[config.mk]
export PLATFORM = sky130hd
export DESIGN_NAME = pipeline_register
export DESIGN_NICKNAME = d
export VERILOG_FILES = /design/src/rtl/pipeline_register.sv
export SDC_FILE = /design/constraint.sdc
export NUM_CORES = 1
export LEC_CHECK = 0
export ABC_AREA = 0
export BUFFER_PORTS_ARGS = -buffer_cell sky130_fd_sc_hd__buf_4
export CORE_ASPECT_RATIO = 0.75
export CORE_UTILIZATION = 40
export DETAILED_ROUTE_END_ITERATION = 12
export PLACE_DENSITY = 0.72
export SLEW_MARGIN = 20
export SYNTH_ARGS = -nofsm -noshare
export SYNTH_HDL_FRONTEND = slang
export SYNTH_SLANG_ARGS = --single-unit
[constraint.sdc]
create_clock -name clk_i -period 0.8 [get_ports clk_i]
set_input_delay 0.16 -clock clk_i [delete_from_list [all_inputs] [get_ports clk_i]]
set_output_delay 0.16 -clock clk_i [all_outputs]
set_load 0.01 [all_outputs]
[src/rtl/pipeline_register.sv]
// Parameterised pipeline stage latch with load enable and synchronous flush.
// Flush and reset both turn the stage into an all-zero bubble word.
module pipeline_register #(
  parameter int unsigned WIDTH = 32
) (
  input  logic             clk_i,
  input  logic             rstn_i,
  input  logic             flush_i,
  input  logic             load_i,
  input  logic [WIDTH-1:0] input_i,
  output logic [WIDTH-1:0] output_o
);

  logic [WIDTH-1:0] q;

  // Flush outranks load so a squashed instruction never lands in the stage.
  always_ff @(posedge clk_i or negedge rstn_i) begin
    if (!rstn_i) begin
      q <= '0;
    end else if (flush_i) begin
      q <= '0;
    end else if (load_i) begin
      q <= input_i;
    end
  end

  assign output_o = q;

endmodule

## After elaboration in Yosys (flattened, before gate mapping)

Index checks and enable logic that the tools add are counted.

| storage, ports and cells | value |
|---|---|
| register bits after elaboration | 32 |
| input port bits | 36 |
| output and inout port bits | 32 |
| word-level logic and storage cells | 4 |

| cells by class | value |
|---|---|
| multiplexer cells | 2 |
| reduce and logical (&&, ||, !) cells | 1 |

Operators by type and width:

| kind | count |
|---|---|
| $mux W32 | 2 |
| $reduce_bool A2 Y1 | 1 |

## Depth between registers and ports, before layout

Gate-level depths: netlist of the first run.

| depth | value |
|---|---|
| depth in word-level cells | 2 |
| depth in mapped cells | 4 |

## Worst setup path before layout of the first run

Ideal clock, no wire load.

| timing path | value |
|---|---|
| path kind | input -> register |
| start point | input load_i |
| end point | register q[0] (netlist: output_o[0]) |
| setup time | 0.132 ns |
| arrival time | 0.627 ns |
| path slack | 0.041 ns |
| stages on the path | 4 |
| path buffers | 2 |
| path through | buf_6 > buf_12 > mux2i_1 > nor2_1 |

| between the ends | value |
|---|---|
| cells in the longest elaborated chain, start to end | 1 |

Ends and longest elaborated chain:

| what | RTL line | RTL |
|---|---|---|
| start: declaration | 9 | `input logic load_i,` |
| $reduce_bool A2 Y1 (no source line) | - |  |
| end signal: assignment | 23 | `q <= input_i;` |
| end: declaration | 14 | `logic [WIDTH-1:0] q;` |

Every way passes these cells.
A chain may end at the register's enable or synchronous reset.

## Worst setup path after layout of the first run

| timing path | value |
|---|---|
| start point | register q[2] (netlist: output_o[2]) |
| end point | output output_o[2] |

RTL lines:

| what | RTL line | RTL |
|---|---|---|
| end: declaration | 11 | `output logic [WIDTH-1:0] output_o` |

No word-level cell between the ends.

==> results of run 1 <==
layer usage:
metal | track usage (%) | wire (µm) | vias to the layer above
met1 | 22.7 | 1310 | 478
met4 | 8.33 | 29 | 0
met5 | 0 | 0 | -
met2 | 30.1 | 1470 | 36
met3 | 6.36 | 192 | 5
li1 | - | - | 503
final timing paths:
check / startpoint / to / slack [ns] / depth (start not counted)
max reg2reg: output_o[6] / output_o[6] / -0.05 / 3
max: output_o[2] / output_o[2] / -0.17 / 1
min in group asynchronous: rstn_i / output_o[4] / 0.36 / 2
min: input_i[7] / output_o[7] / 0.13 / 3
max in group asynchronous: rstn_i / output_o[23] / 0.15 / 2
min reg2reg: output_o[26] / output_o[26] / 0.55 / 2
area by class of cell:
class                      count  share of cell area [%]
sequential                    32                    37.4
timing repair buffer          81                    36.2
multi-input combinational     64                    20.6
clock buffer                   6                    3.39
tap                           38                    2.22
clock inverter                 1                   0.234
power groups by stage:
stage / registers (mW) / logic (mW) / clock network (mW)
finish: 1.78 / 0.698 / 1.12
floorplan: 1.83 / 0.223 / 0
detailed placement: 1.79 / 0.606 / 0
CTS: 1.78 / 0.684 / 1.14
global route: 1.79 / 0.756 / 1.22
global placement: 1.79 / 0.594 / 0
cell families (layout without fill, tap and decap cells):
kind of cell	count (synthesis)	after routing	synth area share (%)
muxes	32	32	24.2
DFF	32	32	60.5
and+or+nand+nor	32	32	9.07
buffers and inverters	7	88	6.24
metrics by stage:
stage,area [µm²],TNS [ns],std cells
after detailed placement,1860,-1.43,205
after floorplan,1320,0,103
after global placement,1860,-0.783,205
final,2140,-4.92,222
after CTS,2100,-5.10,218
after global routing,2140,-6.25,222
cells in the final DEF (no fill, tap or decap), drive strengths merged:
master and instances:
buf 80, nor2 32, clkbuf 6, mux2i 32
dfrtp 32, clkinv 1, dlygate4sd3 1
what timing repair did:
| action | CTS | global route |
|---|---|---|
| endpoints found under the setup margin | 32 | 37 |
| hold endpoints to repair | 32 | 0 |
| gates resized for setup | 32 | 2 |
| pin swaps | 0 | 2 |
| buffers inserted | 5 | 4 |
| hold buffers | 1 | 0 |
==> impl_results.md, run 1 <==
- Status: finished with violations
- Failing checks: negative setup slack
- Detail Placement HPWL: roughly 2100 µm
- Number of I/O port buffers: 67
- Combinational power share: 19.4%
- Worst EP arrival: ~0.81 ns
- Setup WS pre-CTS: -0.0786 ns
- Post-synthesis cell type count: 6
- Syn Inst Count: 103
- Largest cells by area after synthesis: dfrtp_1 60%, mux2i_1 24%, nor2_1 9.1%
- Post-synth top area share: 60.5%
- Ys flop type: dfrtp_1
- CTS Root Cell: clkbuf_8
- Synth Net Count: 139
- Fillers: 224
- Period utilization: 121%
- Clk buf depth: 2
- Drt via density: 4.60
- Crit path kind: reg -> out
- Number of global-route vias before repair: 1072
- Synth-to-Final Area Change: 61.8%
- CP max stage cell: dfrtp_1
- Die X: 68.4 µm
- Core Util, Final: a little over two thirds
- # setup viols final: 41
- Layout Nets: 220
- Slew @ Worst Pin: approximately 0.39 ns
- Mapped cell area: about 1300 µm²
- Cell-by-cell trace of the critical path: buf_6
- Routed Antenna Nets: 0
- Global route overflow: 0
- Hold Slack: 0.134 ns
- Starting DRT DRC Count: 30
- Slew Limit Fails: 0
- Power Total: about 3.6 mW
- # DRC: 0
- Synthesized area per cell: between 10 and 15 µm²
- Die ar.: 3550 µm²
- Hold Path Class: in -> reg
- Post-synthesis sequential area ratio: approximately three fifths
- Max-cap viol count: 0
- Worst skew pair latency: approximately 0.27 ns
- GPL Wtd Cong: approximately 0.66
- Slowest stage delay, CP: just over 0.4 ns
- Critical Path RT: ~0.64 ns
- Synth cell count leaders: 32 x dfrtp_1, 32 x mux2i_1, 32 x nor2_1
- Pint: 2.73 mW
- Ys Warns: 0
- DRT Pass-1 Iters: 3
- Clk pin slew, worst setup/hold paths: around 0.070 ns
- WL/cell: around 14 µm
- Area of the multi-input gates: approximately 440 µm²
- Final worst slack: -0.169 ns
- RSZ-0062 raised after global routing: true
- Minimum clock period: between 0.9 and 1 ns
- Initial antenna violation count: 0
- Crit Path Max Fanout: 2
- Final Hold Vio Count: 0
- Leak Pwr: approximately 1.2 nW
- Cell family with most CP delay: flip-flops
- IR drop worst, VDD: a little under 0.001 V
- Power share of the clock group: 31.1%
- Largest net degree at the start of global routing: 33
- Largest register FFs: 32
- Maximum clock frequency: 1.03 GHz
- WL final: about 3000 µm
- CTS Buf Count: 5
- Post-synth ARST share: 100%
- Pwr Density: approximately 1700 nW/µm²
- Initial Util: about 44%
- CTS tree: built
- First-pass GRT wire length: between 4000 and 5000 µm
- GRT Util Overall: between 10% and 20%
- Sw Ratio: between 20 and 25%
- Worst path bufs/invs: 1
- Clk sinks: 32
- Layout cells sized above 1: a little under half
- Fin Clk Skew: 0 ns
- ANT cells: 0
- Register share of total power: roughly half
- Vias: 1022
- H-tree depth: 2
- Critical Path Start Type: register
- Post-synth EDFFs: 0
- Area leader, netlist: dfrtp_1
- Reg area: between 800 and 900 µm²
- Crit end category: output port
- Slew margin rel.: 73.9%
- #FFs+latches synth: 32
- Switch Pwr: between 0.8 and 0.9 mW
- Core area: approximately 3000 µm²
- Ports: between 60 and 70
- Die height: 51.8 µm
- Floorplan row count: 17
(Power assumes the default switching activity.)
==> run 2: changes to the inputs <==
==> constraint.sdc (replaced) <==
create_clock -name clk_i -period 1.2 [get_ports clk_i]
set_input_delay 0.24 -clock clk_i [delete_from_list [all_inputs] [get_ports clk_i]]
set_output_delay 0.24 -clock clk_i [all_outputs]
set_load 0.01 [all_outputs]
==> impl_results.md, run 2 (synthesis gave the netlist of run 1 again) <==
- Clk buf depth: 2 (unchanged)
- Maximum clock frequency: ~0.96 GHz
- Initial antenna violation count: 0 (unchanged)
- Cell family with most CP delay: flip-flops (unchanged)
- WL final: 2750 µm (was 3000 µm)
- Starting DRT DRC Count: 102 (was 30)
- Power Total: 2.38 mW (was 3.60 mW)
- CP startpoint: output_o[1] (was output_o[2])
- Switch Pwr: 0.554 mW (was 0.866 mW)
- Leak Pwr: 1.08 nW (was 1.16 nW)
- GRT Util Overall: 18.3% (was 18.7%)
- Crit Path Max Fanout: 2 (unchanged)
- # setup viols final: 0 (was 41)
- Core Util, Final: 63.5% (was 70.4%)
- Largest register FFs: 32 (unchanged)
- CP max stage cell: dfrtp_1 (unchanged)
- DRT Pass-1 Iters: 2 (was 3)
- GPL Wtd Cong: 0.735 (was 0.655)
- Vias: 1004 (was 1022)
- Die X: 68.4 µm (unchanged)
- Power share of the clock group: 34.4% (was 31.1%)
- First-pass GRT wire length: 4600 µm (was 4690 µm)
- CP endpoint: output_o[1] (was output_o[2])
- Critical Path Start Type: register (unchanged)
- WL/cell: 13.0 µm (was 13.5 µm)
- Number of cells on the critical path: 1 (unchanged)
- Minimum clock period: approximately 1.0 ns
- Largest net degree at the start of global routing: 33 (unchanged)
- Final Hold Vio Count: 0 (unchanged)
- Period utilization: a little under 90%
- Fin area: 1930 µm² (was 2140 µm²)
- Placed instance area: 1830 µm² (was 1860 µm²)
- Combinational power share: 16.3% (was 19.4%)
- Commonest cells after routing, fill and taps aside: 67 x buf_4, 32 x mux2i_1, 32 x nor2_1, 32 x dfrtp_1, 6 x clkbuf_8 (was 43 x buf_4, 34 x buf_6, 32 x mux2i_1, 32 x nor2_1, 32 x dfrtp_1)
- Ports: 68 (unchanged)
- Sw Ratio: 23.3% (was 24.1%)
- Hold Slack: 0.209 ns (was 0.134 ns)
- Fin Clk Skew: 0 ns (unchanged)
- Slew @ Worst Pin: 0.403 ns (was 0.391 ns)
- Slew Limit Fails: 0 (unchanged)
- Core area: 3040 µm² (unchanged)
- Die height: 51.8 µm (unchanged)
- Detail Placement HPWL: 1980 µm (was 2150 µm)
- Most common cell after layout, fill and taps aside: buf_4 (unchanged)
- FF-to-FF Start: output_o[23] (was output_o[6])
- Number of global-route vias before repair: 1078 (was 1072)
- CTS tree: built (unchanged)
- Drt via density: 4.74 (was 4.60)
- Routed Antenna Nets: 0 (unchanged)
- Pint: 1.83 mW (was 2.73 mW)
- ANT cells: 0 (unchanged)
- Worst EP arrival: 0.81 ns (about the same)
- Register share of total power: 49.3% (was 49.5%)
- Setup WS pre-CTS: 0.150 ns (was -0.0786 ns)
- Worst Reg-to-Reg Cells: 2 (was 3)
- Worst skew pair latency: 0.27 ns (about the same)
- Hold Path Class: in -> reg (unchanged)
- Die ar.: 3550 µm² (unchanged)
- Final worst slack: 0.155 ns (was -0.169 ns)
- Fillers: 258 (was 224)
- Critical Path RT: 0.96 ns (was 0.64 ns)
- CTS Root Cell: clkbuf_8 (unchanged)
- Internal reg-to-reg setup slack: 0.48 ns (was -0.05 ns)
- Layout cells sized above 1: 43.1% (was 46.7%)
- Post_cts resized: 0 (was 32)
- Clk sinks: 32 (unchanged)
- Status: finished clean (was finished with violations)
- Synth-to-Final Area Change: 45.9% (was 61.8%)
- Slew margin rel.: 73.1% (was 73.9%)
- Clk pin slew, worst setup/hold paths: 0.06 ns (was 0.07 ns)
- Post-route setup TNS: 0 ns (was -4.92 ns)
- RSZ-0062 raised after global routing: false (was true)
- Number of I/O port buffers: 67 (unchanged)
- H-tree depth: 2 (unchanged)
- IR drop worst, VDD: 0.000810 V (was 0.000973 V)
- Cell-by-cell trace of the critical path: buf_4 (was buf_6)
- Pwr Density: 1230 nW/µm² (was 1680 nW/µm²)
- Crit path kind: reg -> out (unchanged)
- Crit end category: output port (unchanged)
- Slowest stage delay, CP: 0.39 ns (was 0.41 ns)
- CTS Buf Count: 5 (unchanged)
- Global route overflow: 0 (unchanged)
- Initial Util: 43.5% (unchanged)
- Floorplan row count: 17 (unchanged)
- Placed Instances: 203 (was 205)
- Non-Filler Instances: 212 (was 222)
- R2R Path End: output_o[23] (was output_o[6])
- # DRC: 0 (unchanged)
- Max-cap viol count: 0 (unchanged)
- Post-CTS Setup Inserts: 0 (was 5)
- Layout Nets: 209 (was 220)
- Worst path bufs/invs: 1 (unchanged)
run 2: cell types whose count changed in the layout (fill, tap and decap cells not counted), sizes merged:
cell,delta
clkinv,-1
clkbuf,+2
buf,-11
run 2: power by group through the flow:
stage | sequential [mW] | combinational, mW | clock, mW
2_1_floorplan | 1.22 | 0.149 | 0
3_3_place_gp | 1.19 | 0.383 | 0
3_5_place_dp | 1.19 | 0.394 | 0
4_1_cts | 1.17 | 0.397 | 0.846
5_1_grt | 1.18 | 0.424 | 0.913
6_report | 1.17 | 0.389 | 0.818
run 2: worst min path at each step:
stage               slack, ns  cells after the start           end         from
finish                   0.21                      3  output_o[16]  input_i[16]
global route             0.21                      3   output_o[6]   input_i[6]
CTS                      0.20                      3   output_o[1]   input_i[1]
detailed placement       0.20                      1   output_o[8]       rstn_i
global placement         0.19                      1   output_o[8]       rstn_i
floorplan               -0.06                      0   output_o[0]       rstn_i
run 2: layout make-up:
cell class	instances	area (µm²)	share of cell area, %
Tap cell	38	47.5	2.46
Timing Repair Buffer	70	553	28.6
Multi-Input combinational cell	64	440	22.8
Clock buffer	8	90.1	4.66
Sequential cell	32	801	41.5
run 2: routing by layer:
layer  GRT usage, %  share of wire (%)  routed length [µm]  vias up
li1               -                  -                   -      476
met5              0                  0                   0        -
met3           7.89                7.1                 195        3
met1           20.2                 41                1130      491
met2           30.7                 51                1400       34
met4           7.64               0.91                  25        0
run 2: repair_timing:
item | 4_1_cts | 5_1_grt
hold endpoints to repair | 32 | 0
hold buffers | 1 | 0
endpoints found under the setup margin | 0 | 0
==> run 3: changes to the inputs <==
--- a/config.mk
+++ b/config.mk
@@ -8,9 +8,9 @@
 export ABC_AREA = 0
 export BUFFER_PORTS_ARGS = -buffer_cell sky130_fd_sc_hd__buf_4
 export CORE_ASPECT_RATIO = 0.75
-export CORE_UTILIZATION = 40
+export CORE_UTILIZATION = 25
 export DETAILED_ROUTE_END_ITERATION = 12
-export PLACE_DENSITY = 0.72
+export MAX_ROUTING_LAYER = met4
 export SLEW_MARGIN = 20
 export SYNTH_ARGS = -nofsm -noshare
 export SYNTH_HDL_FRONTEND = slang
==> impl_results.md, run 3 (synthesis gave the netlist of run 1 again) <==
- Core Util, Final: 40.0% (was 63.5%)
- Most common cell after layout, fill and taps aside: buf_4 (unchanged)
- Number of global-route vias before repair: 977 (was 1078)
- Crit path kind: reg -> out (unchanged)
- Crit Path Max Fanout: 2 (unchanged)
- Worst EP arrival: 0.81 ns (about the same)
- Period utilization: 87.5% (was 87.1%)
- # DRC: 0 (unchanged)
- Max-cap viol count: 0 (unchanged)
- CTS Root Cell: clkbuf_8 (unchanged)
- RSZ-0062 raised after global routing: false (unchanged)
- Post-route setup TNS: 0 ns (unchanged)
- Routed Antenna Nets: 0 (unchanged)
- Global route overflow: 0 (unchanged)
- Cell family with most CP delay: flip-flops (unchanged)
- Largest register FFs: 32 (unchanged)
- GRT Util Overall: 11.8% (was 18.3%)
- Fin Clk Skew: 0 ns (unchanged)
- WL/cell: 11.9 µm (was 13.0 µm)
- CTS Buf Count: 5 (unchanged)
- Internal reg-to-reg setup slack: 0.50 ns (was 0.48 ns)
- IR drop worst, VDD: 0.000387 V (was 0.000810 V)
- CP max stage cell: dfrtp_1 (unchanged)
- Synth-to-Final Area Change: 50.5% (was 45.9%)
- Leak Pwr: 1.09 nW (was 1.08 nW)
- Status: finished clean (unchanged)
- Hold Slack: 0.204 ns (was 0.209 ns)
- Starting DRT DRC Count: 22 (was 102)
- Commonest cells after routing, fill and taps aside: 67 x buf_4, 32 x mux2i_1, 32 x nor2_1, 32 x dfrtp_1, 5 x clkbuf_8 (was 67 x buf_4, 32 x mux2i_1, 32 x nor2_1, 32 x dfrtp_1, 6 x clkbuf_8)
- Crit end category: output port (unchanged)
- Drt via density: 4.00 (was 4.74)
- Vias: 985 (was 1004)
- Clk buf depth: 2 (unchanged)
- Layout Nets: 209 (unchanged)
- Placed Instances: 237 (was 203)
- Initial antenna violation count: 0 (unchanged)
- Fillers: 489 (was 258)
- CTS tree: built (unchanged)
- Clk pin slew, worst setup/hold paths: 0.06 ns (about the same)
- Slew @ Worst Pin: 0.416 ns (was 0.403 ns)
- Detail Placement HPWL: 2040 µm (was 1980 µm)
- Final Hold Vio Count: 0 (unchanged)
- Die height: 65.0 µm (was 51.8 µm)
- Largest net degree at the start of global routing: 33 (unchanged)
- Clk sinks: 32 (unchanged)
- Core area: 4980 µm² (was 3040 µm²)
- Layout cells sized above 1: 43.7% (was 43.1%)
- Placed instance area: 1870 µm² (was 1830 µm²)
- Worst skew pair latency: 0.27 ns (about the same)
- Critical Path Start Type: register (unchanged)
- GPL Wtd Cong: 0.634 (was 0.735)
- Slowest stage delay, CP: 0.39 ns (about the same)
- Number of I/O port buffers: 67 (unchanged)
- # setup viols final: 0 (unchanged)
- Minimum clock period: 1.05 ns (about the same)
- Hold Path Class: in -> reg (unchanged)
- Initial Util: 26.6% (was 43.5%)
- Die X: 86.0 µm (was 68.4 µm)
- Cell-by-cell trace of the critical path: buf_4 (unchanged)
- Pwr Density: 1280 nW/µm² (was 1230 nW/µm²)
- Post-CTS Setup Inserts: 0 (unchanged)
- First-pass GRT wire length: 4760 µm (was 4600 µm)
- WL final: 2930 µm (was 2750 µm)
- Ports: 68 (unchanged)
- Critical Path RT: 0.96 ns (about the same)
- Slew margin rel.: 72.3% (was 73.1%)
- Non-Filler Instances: 246 (was 212)
- Maximum clock frequency: 0.952 GHz (was 0.957 GHz)
- Fin area: 1990 µm² (was 1930 µm²)
- Post_cts resized: 0 (unchanged)
- ANT cells: 0 (unchanged)
- Worst path bufs/invs: 1 (unchanged)
- Floorplan row count: 22 (was 17)
- Die ar.: 5590 µm² (was 3550 µm²)
- H-tree depth: 2 (unchanged)
- Slew Limit Fails: 0 (unchanged)
- DRT Pass-1 Iters: 4 (was 2)
-- run 3: cell count changes in the layout (fill, tap and decap cells not counted) --
cell,previous run,this run
bufinv_16,0,1
clkbuf_1,2,1
clkbuf_8,6,5
clkinv_2,0,1
-- run 3: cell type report --
class	count	area [µm²]	share of cell area, %
clock buffers	6	72.6	3.64
clock inverters	2	35.0	1.76
multi-input cells	64	440	22.1
flip-flops and latches	32	801	40.2
well taps	72	90.1	4.52
repair buffers	70	553	27.8
-- run 3: final timing paths --
| check | startpoint | endpoint | depth (start not counted) |
|---|---|---|---|
| hold reg to reg | output_o[31] | output_o[31] | 2 |
| min in group asynchronous | rstn_i | output_o[26] | 2 |
| setup reg to reg | output_o[7] | output_o[7] | 2 |
| max in group asynchronous | rstn_i | output_o[15] | 2 |
| setup / recovery | output_o[4] | output_o[4] | 1 |
| hold / removal | input_i[0] | output_o[0] | 3 |
-- run 3: repair_timing --
action	4_1_cts	5_1_grt
setup endpoints to repair	0	0
hold endpoints to repair	32	0
hold buffers	1	0
-- run 3: stage by stage --
stage | total power, mW | setup WS, ns
global route | 2.71 | 0.109
floorplan | 1.37 | 0.361
detailed placement | 1.59 | 0.260
CTS | 2.62 | 0.132
finish | 2.55 | 0.150
global placement | 1.59 | 0.275
-- run 3: layer usage --
metal	wire length (µm)	GRT usage [%]
met1	1500	16.5
met2	1180	14.5
met3	231	4.84
met4	28	5.00
met5	0	-
-- run 3: where the power goes --
group / switching, mW / internal, mW
clock: 0.376 / 0.615
sequential: 0.0319 / 1.14
combinational: 0.171 / 0.221
